**config.mk**
```make
export PLATFORM = sky130hd
export DESIGN_NAME = fetch_ctrl
export DESIGN_NICKNAME = d
export VERILOG_FILES = /design/src/rtl/fetch_ctrl_pkg.sv /design/src/rtl/fetch_ctrl.sv
export SDC_FILE = /design/constraint.sdc
export NUM_CORES = 1
export LEC_CHECK = 0
export CAP_MARGIN = 20
export CORE_ASPECT_RATIO = 0.75
export CORE_MARGIN = 4
export CORE_UTILIZATION = 35
export CTS_CLUSTER_SIZE = 14
export DETAILED_ROUTE_END_ITERATION = 12
export GPL_TIMING_DRIVEN = 0
export PLACE_DENSITY = 0.71
export SLEW_MARGIN = 20
export SYNTH_ARGS = -nofsm -noshare
export SYNTH_HDL_FRONTEND = slang
export SYNTH_SLANG_ARGS = --single-unit
```
**constraint.sdc**
```tcl
create_clock -name clk -period 6.1 [get_ports clk]
set_clock_uncertainty 0.2 [all_clocks]
set_input_delay 1.22 -clock clk [delete_from_list [all_inputs] [get_ports clk]]
set_output_delay 1.22 -clock clk [all_outputs]
set_load 0.005 [all_outputs]
```
**src/rtl/fetch_ctrl_pkg.sv**
```systemverilog
// Shared constants and state encoding for the instruction-fetch controller.
package fetch_ctrl_pkg;

  localparam int unsigned INS_W        = 32;
  localparam int unsigned PC_STEP_DFLT = 4;

  typedef enum logic [1:0] {
    S_REQ  = 2'd0,
    S_WAIT = 2'd1,
    S_HOLD = 2'd2,
    S_DROP = 2'd3
  } fetch_state_t;

endpackage

```
**src/rtl/fetch_ctrl.sv**
```systemverilog
// Instruction-fetch controller: fetches the word at pc over a req/gnt/rvalid
// handshake, buffers it for decode, and steers writeback's next pc.
module fetch_ctrl
  import fetch_ctrl_pkg::*;
#(
  parameter int unsigned ADDR_W  = 32,
  parameter int unsigned DATA_W  = INS_W,
  parameter int unsigned PC_STEP = PC_STEP_DFLT
) (
  input  logic              clk,
  input  logic              rst,
  input  logic [ADDR_W-1:0] pc,
  output logic [ADDR_W-1:0] nextpc,
  output logic              imem_req,
  output logic [ADDR_W-1:0] imem_addr,
  input  logic              imem_gnt,
  input  logic              imem_rvalid,
  input  logic [DATA_W-1:0] imem_rdata,
  output logic [DATA_W-1:0] ins,
  output logic [ADDR_W-1:0] ins_pc,
  output logic              ins_valid,
  input  logic              ins_ready,
  input  logic              redirect_valid,
  input  logic [ADDR_W-1:0] redirect_target,
  output logic              fetch_fault,
  output logic [31:0]       fetch_count
);

  fetch_state_t state, state_next;
  logic req, ins_load, ins_clear, count_inc, fault_set;
  logic handoff, misaligned;

  assign handoff    = ins_valid & ins_ready;
  assign misaligned = (pc[1:0] != 2'b00);
  assign imem_addr  = pc;
  assign imem_req   = req & ~rst;

  // State register; reset aborts any in-flight transaction immediately.
  always_ff @(posedge clk or posedge rst) begin
    if (rst) state <= S_REQ;
    else     state <= state_next;
  end

  // Next state, request, datapath strobes and the pc writeback will latch.
  always_comb begin
    state_next = state;
    nextpc     = pc;
    req        = 1'b0;
    ins_load   = 1'b0;
    ins_clear  = 1'b0;
    count_inc  = 1'b0;
    fault_set  = 1'b0;
    unique case (state)
      S_REQ: begin
        // A fault is sticky: no further requests until reset.
        if (misaligned || fetch_fault) begin
          fault_set = misaligned;
        end else begin
          req = 1'b1;
          if (imem_gnt) state_next = redirect_valid ? S_DROP : S_WAIT;
        end
      end
      S_WAIT: begin
        if (imem_rvalid) begin
          if (redirect_valid) begin
            state_next = S_REQ;
          end else begin
            ins_load   = 1'b1;
            state_next = S_HOLD;
          end
        end else if (redirect_valid) begin
          state_next = S_DROP;
        end
      end
      S_HOLD: begin
        if (handoff) begin
          count_inc  = 1'b1;
          ins_clear  = 1'b1;
          state_next = S_REQ;
          nextpc     = pc + ADDR_W'(PC_STEP);
        end
        if (redirect_valid) begin
          ins_clear  = 1'b1;
          state_next = S_REQ;
        end
      end
      S_DROP: begin
        if (imem_rvalid) state_next = S_REQ;
      end
      default: state_next = S_REQ;
    endcase
    // Redirect wins over both hold and the sequential increment.
    if (redirect_valid) nextpc = redirect_target;
  end

  // Instruction buffer, fault flag and handoff counter.
  always_ff @(posedge clk or posedge rst) begin
    if (rst) begin
      ins         <= '0;
      ins_pc      <= '0;
      ins_valid   <= 1'b0;
      fetch_fault <= 1'b0;
      fetch_count <= '0;
    end else begin
      if (ins_load) begin
        ins       <= imem_rdata;
        ins_pc    <= pc;
        ins_valid <= 1'b1;
      end else if (ins_clear) begin
        ins_valid <= 1'b0;
      end
      if (fault_set) fetch_fault <= 1'b1;
      if (count_inc) fetch_count <= fetch_count + 32'd1;
    end
  end

endmodule

```
==> flow_summary.yaml <==
grt:
  grt_pass1_wl_mm: 28.5
  grtUsageTotal_pct: 20.9
  grt_max_degree: 65
  antenna_found_initial: 0
  globalRouteOverflowTotal: 0
  grt_pass1_vias: 5264
clock_network:
  cts_made_buffers: 9
  clockRootBuffer: "clkbuf_16"
  cts_sinks: 100
  clkTransAtPathRegs_ps: 70
  clock_latency_ps: 350
  tritoncts: "done"
  ctsResizeCount: 0
  ctsHoldBuffers: 0
  clk_path_buf_depth: 2
  cts_setup_buffers: 0
  htree_levels: 3
synth:
  ys_ff_latch: 100
  synth_cell_type_count: 39
  synth_cells: 514
  ys_seq_area_share_pct: 46.6
  syn_nets: 618
  synth.cell_area_um2: 5380
  yosys_warnings: 0
  avgSynthCellArea_um2: 10.5
routing:
  wl_met1_mm: 7.58
  wl_per_cell_um: 18.2
  wl_met3_mm: 1.67
  top_layer: "met4"
  drt_iter0_drc: 356
  drcViolationCount: 0
  vias_per_cell: 5.20
  vias: 5164
  drt_wl_total_mm: 18.1
  wl_met2_mm: 8.64
  postRouteAntennaNets: 0
  dr.pass1.iters: 7
timing:
  layout_min_cycle_time_ps: 5710
  max_freq_mhz: 175
  drv_slew: 0
  tightestPinTransition_ps: 645
  fin_setup_tns_ps: 0
  maxSlewHeadroom_pct: 57.0
  finalSetupViolCount: 0
  hold_violations: 0
  rsz0062_at_grt: "false"
  fin_crit_sh_pct: 93.6
place:
  numPortBuffers: 263
  dp_cells: 978
  gp_congestion: 0.896
  dp_hpwl_mm: 14.3
  dpl_cell_area_um2: 8290
critical_path:
  crit_type: "in2out"
  path_max_fanout: 10
  required_ps: 4680
  startpoint_type: "input pin"
  end_kind: "primary output"
  critPathArrivalTime_ps: 4290
finish:
  fill_cells: 1260
  post-route-util_pct: 58.2
  drive_gt1_share_pct: 16.4
  area_growth_pct: 59.5
  finalNonFillerCells: 994
  finish.net_count: 893
  diodes: 0
  finalInstanceArea_um2: 8570
pwr:
  p_leak_nw: 3.72
  vdd_drop_max_uv: 128
  power_density_nw_per_um2: 173
floorplanning:
  die-area_um2: 17400
  rows: 38
  die-height_um: 115
  core_um2: 14700
  ios: 265
  initial_core_util_pct: 36.5
  fp.dieW_um: 151
run_status:
  status: "completed"
min_path:
  hp-class: "reg2reg"
job:
  maxCapViolCount: 0
## through the flow
step	total power, W	hold slack (ps)	setup slack (ps)
after floorplan	0.000763	265	2030
after global placement	0.000935	261	446
after detailed placement	0.000942	277	433
after CTS	0.00150	295	432
after global routing	0.00155	306	266
final	0.00148	291	390
## registers in the layout, summed over array words and instances, names as in the netlist
signal       cells
ins             32
ins_valid        1
fetch_fault      1
state            2
ins_pc          32
fetch_count     32
## metal layers
metal	track usage, %	vias up
li1	-	2388
met1	26.6	2519
met2	34.5	231
met3	7.13	26
met4	5.13	0
met5	0	-
## placed cells by master, fill, tap and decap left out, drive strengths merged, types with 6 or more instances in the layout
master         netlist  routed
and3                11      11
xnor2               17      17
nor3                14      14
mux2                67      67
nand4               16      16
nand3               22      22
xor2                24      24
nor2                26      26
nand2               43      43
inv                 10      13
clkbuf              18      27
clkdlybuf4s50        0     263
o31ai               13      13
dfrtp              100     100
o21ai               17      17
or4                 18      18
buf                 39      40
and4                 6       6
a31oi               15      15
nor4                11      11
## cell type report
type / count / area (um^2) / share of cell area, %
buffer: 57 / 349 / 4.07
clock buffer: 9 / 225 / 2.63
clock inverter: 7 / 57.6 / 0.671
inverter: 11 / 46.3 / 0.540
multi-input combinational: 346 / 2480 / 29.0
sequential: 100 / 2500 / 29.2
tap: 200 / 250 / 2.92
timing repair buffer: 264 / 2660 / 31.0
## kinds of logic (layout without fill, tap and decap cells)
kind of cell             Yosys count  count (layout)  synth area share [%]
adder cells (fa/ha/maj)            2               2                 0.465
buffers and inverters             68             348                  7.26
AND/OR/NAND/NOR                  181             181                  18.4
XOR/XNOR                          41              41                  6.68
flip-flops                       100             100                  46.6
AO/OA/AOI/OAI                     53              53                  6.22
multiplexers                      69              69                  14.4
## synthesized netlist by cell type, drive strengths merged
library cell | instances | area, um^2
nor4b | 2 | 17.5
clkinv | 1 | 3.75
a21o | 1 | 7.51
xnor2 | 17 | 149
a22o | 2 | 17.5
buf | 39 | 282
ha | 2 | 25.0
clkbuf | 18 | 67.6
or4 | 18 | 140
xor2 | 24 | 210
o211ai | 3 | 22.5
o21ai | 17 | 85.1
o31ai | 13 | 97.6
nand3b | 1 | 7.51
nor3 | 14 | 70.1
a31oi | 15 | 93.8
nand4b | 1 | 23.8
nand2 | 43 | 161
mux2i | 2 | 20.0
and4b | 1 | 11.3
nor2 | 26 | 97.6
and2 | 1 | 6.26
dfrtp | 100 | 2500
nand3 | 22 | 110
or4b | 1 | 10.0
inv | 10 | 37.5
a21oi | 2 | 10.0
and4 | 6 | 52.6
mux2 | 67 | 754
nor2b | 1 | 6.26
nand4 | 16 | 100
nor4 | 11 | 68.8
or3 | 5 | 31.3
or2 | 1 | 6.26
and3 | 11 | 68.8
## worst max-delay path, stage by stage
cell             delay (ps)
clkdlybuf4s50_1         760
ha_1                    240
and3_1                  260
nand3_1                 320
clkbuf_1                360
or4_1                   520
nand3_1                  90
clkdlybuf4s50_1         520
## final timing paths
path,slack [ps],to,depth (start not counted),from
worst max-delay path,390,nextpc[14],8,pc[2]
worst min-delay path,290,fetch_count[26],1,fetch_count[26]
worst max register to register,3460,ins_pc[23],5,state[1]
worst min register to register,290,fetch_count[26],1,fetch_count[26]
max in group asynchronous,3990,fetch_count[9],3,rst
min in group asynchronous,1070,ins[30],2,rst
## where the power goes
group	total, W	switching (W)	internal [W]
Clock	0.000554	0.000270	0.000283
Combinational	0.000251	0.0000970	0.000154
Sequential	0.000677	0.00000518	0.000672
No activity file was read; power rests on OpenSTA's default activity.
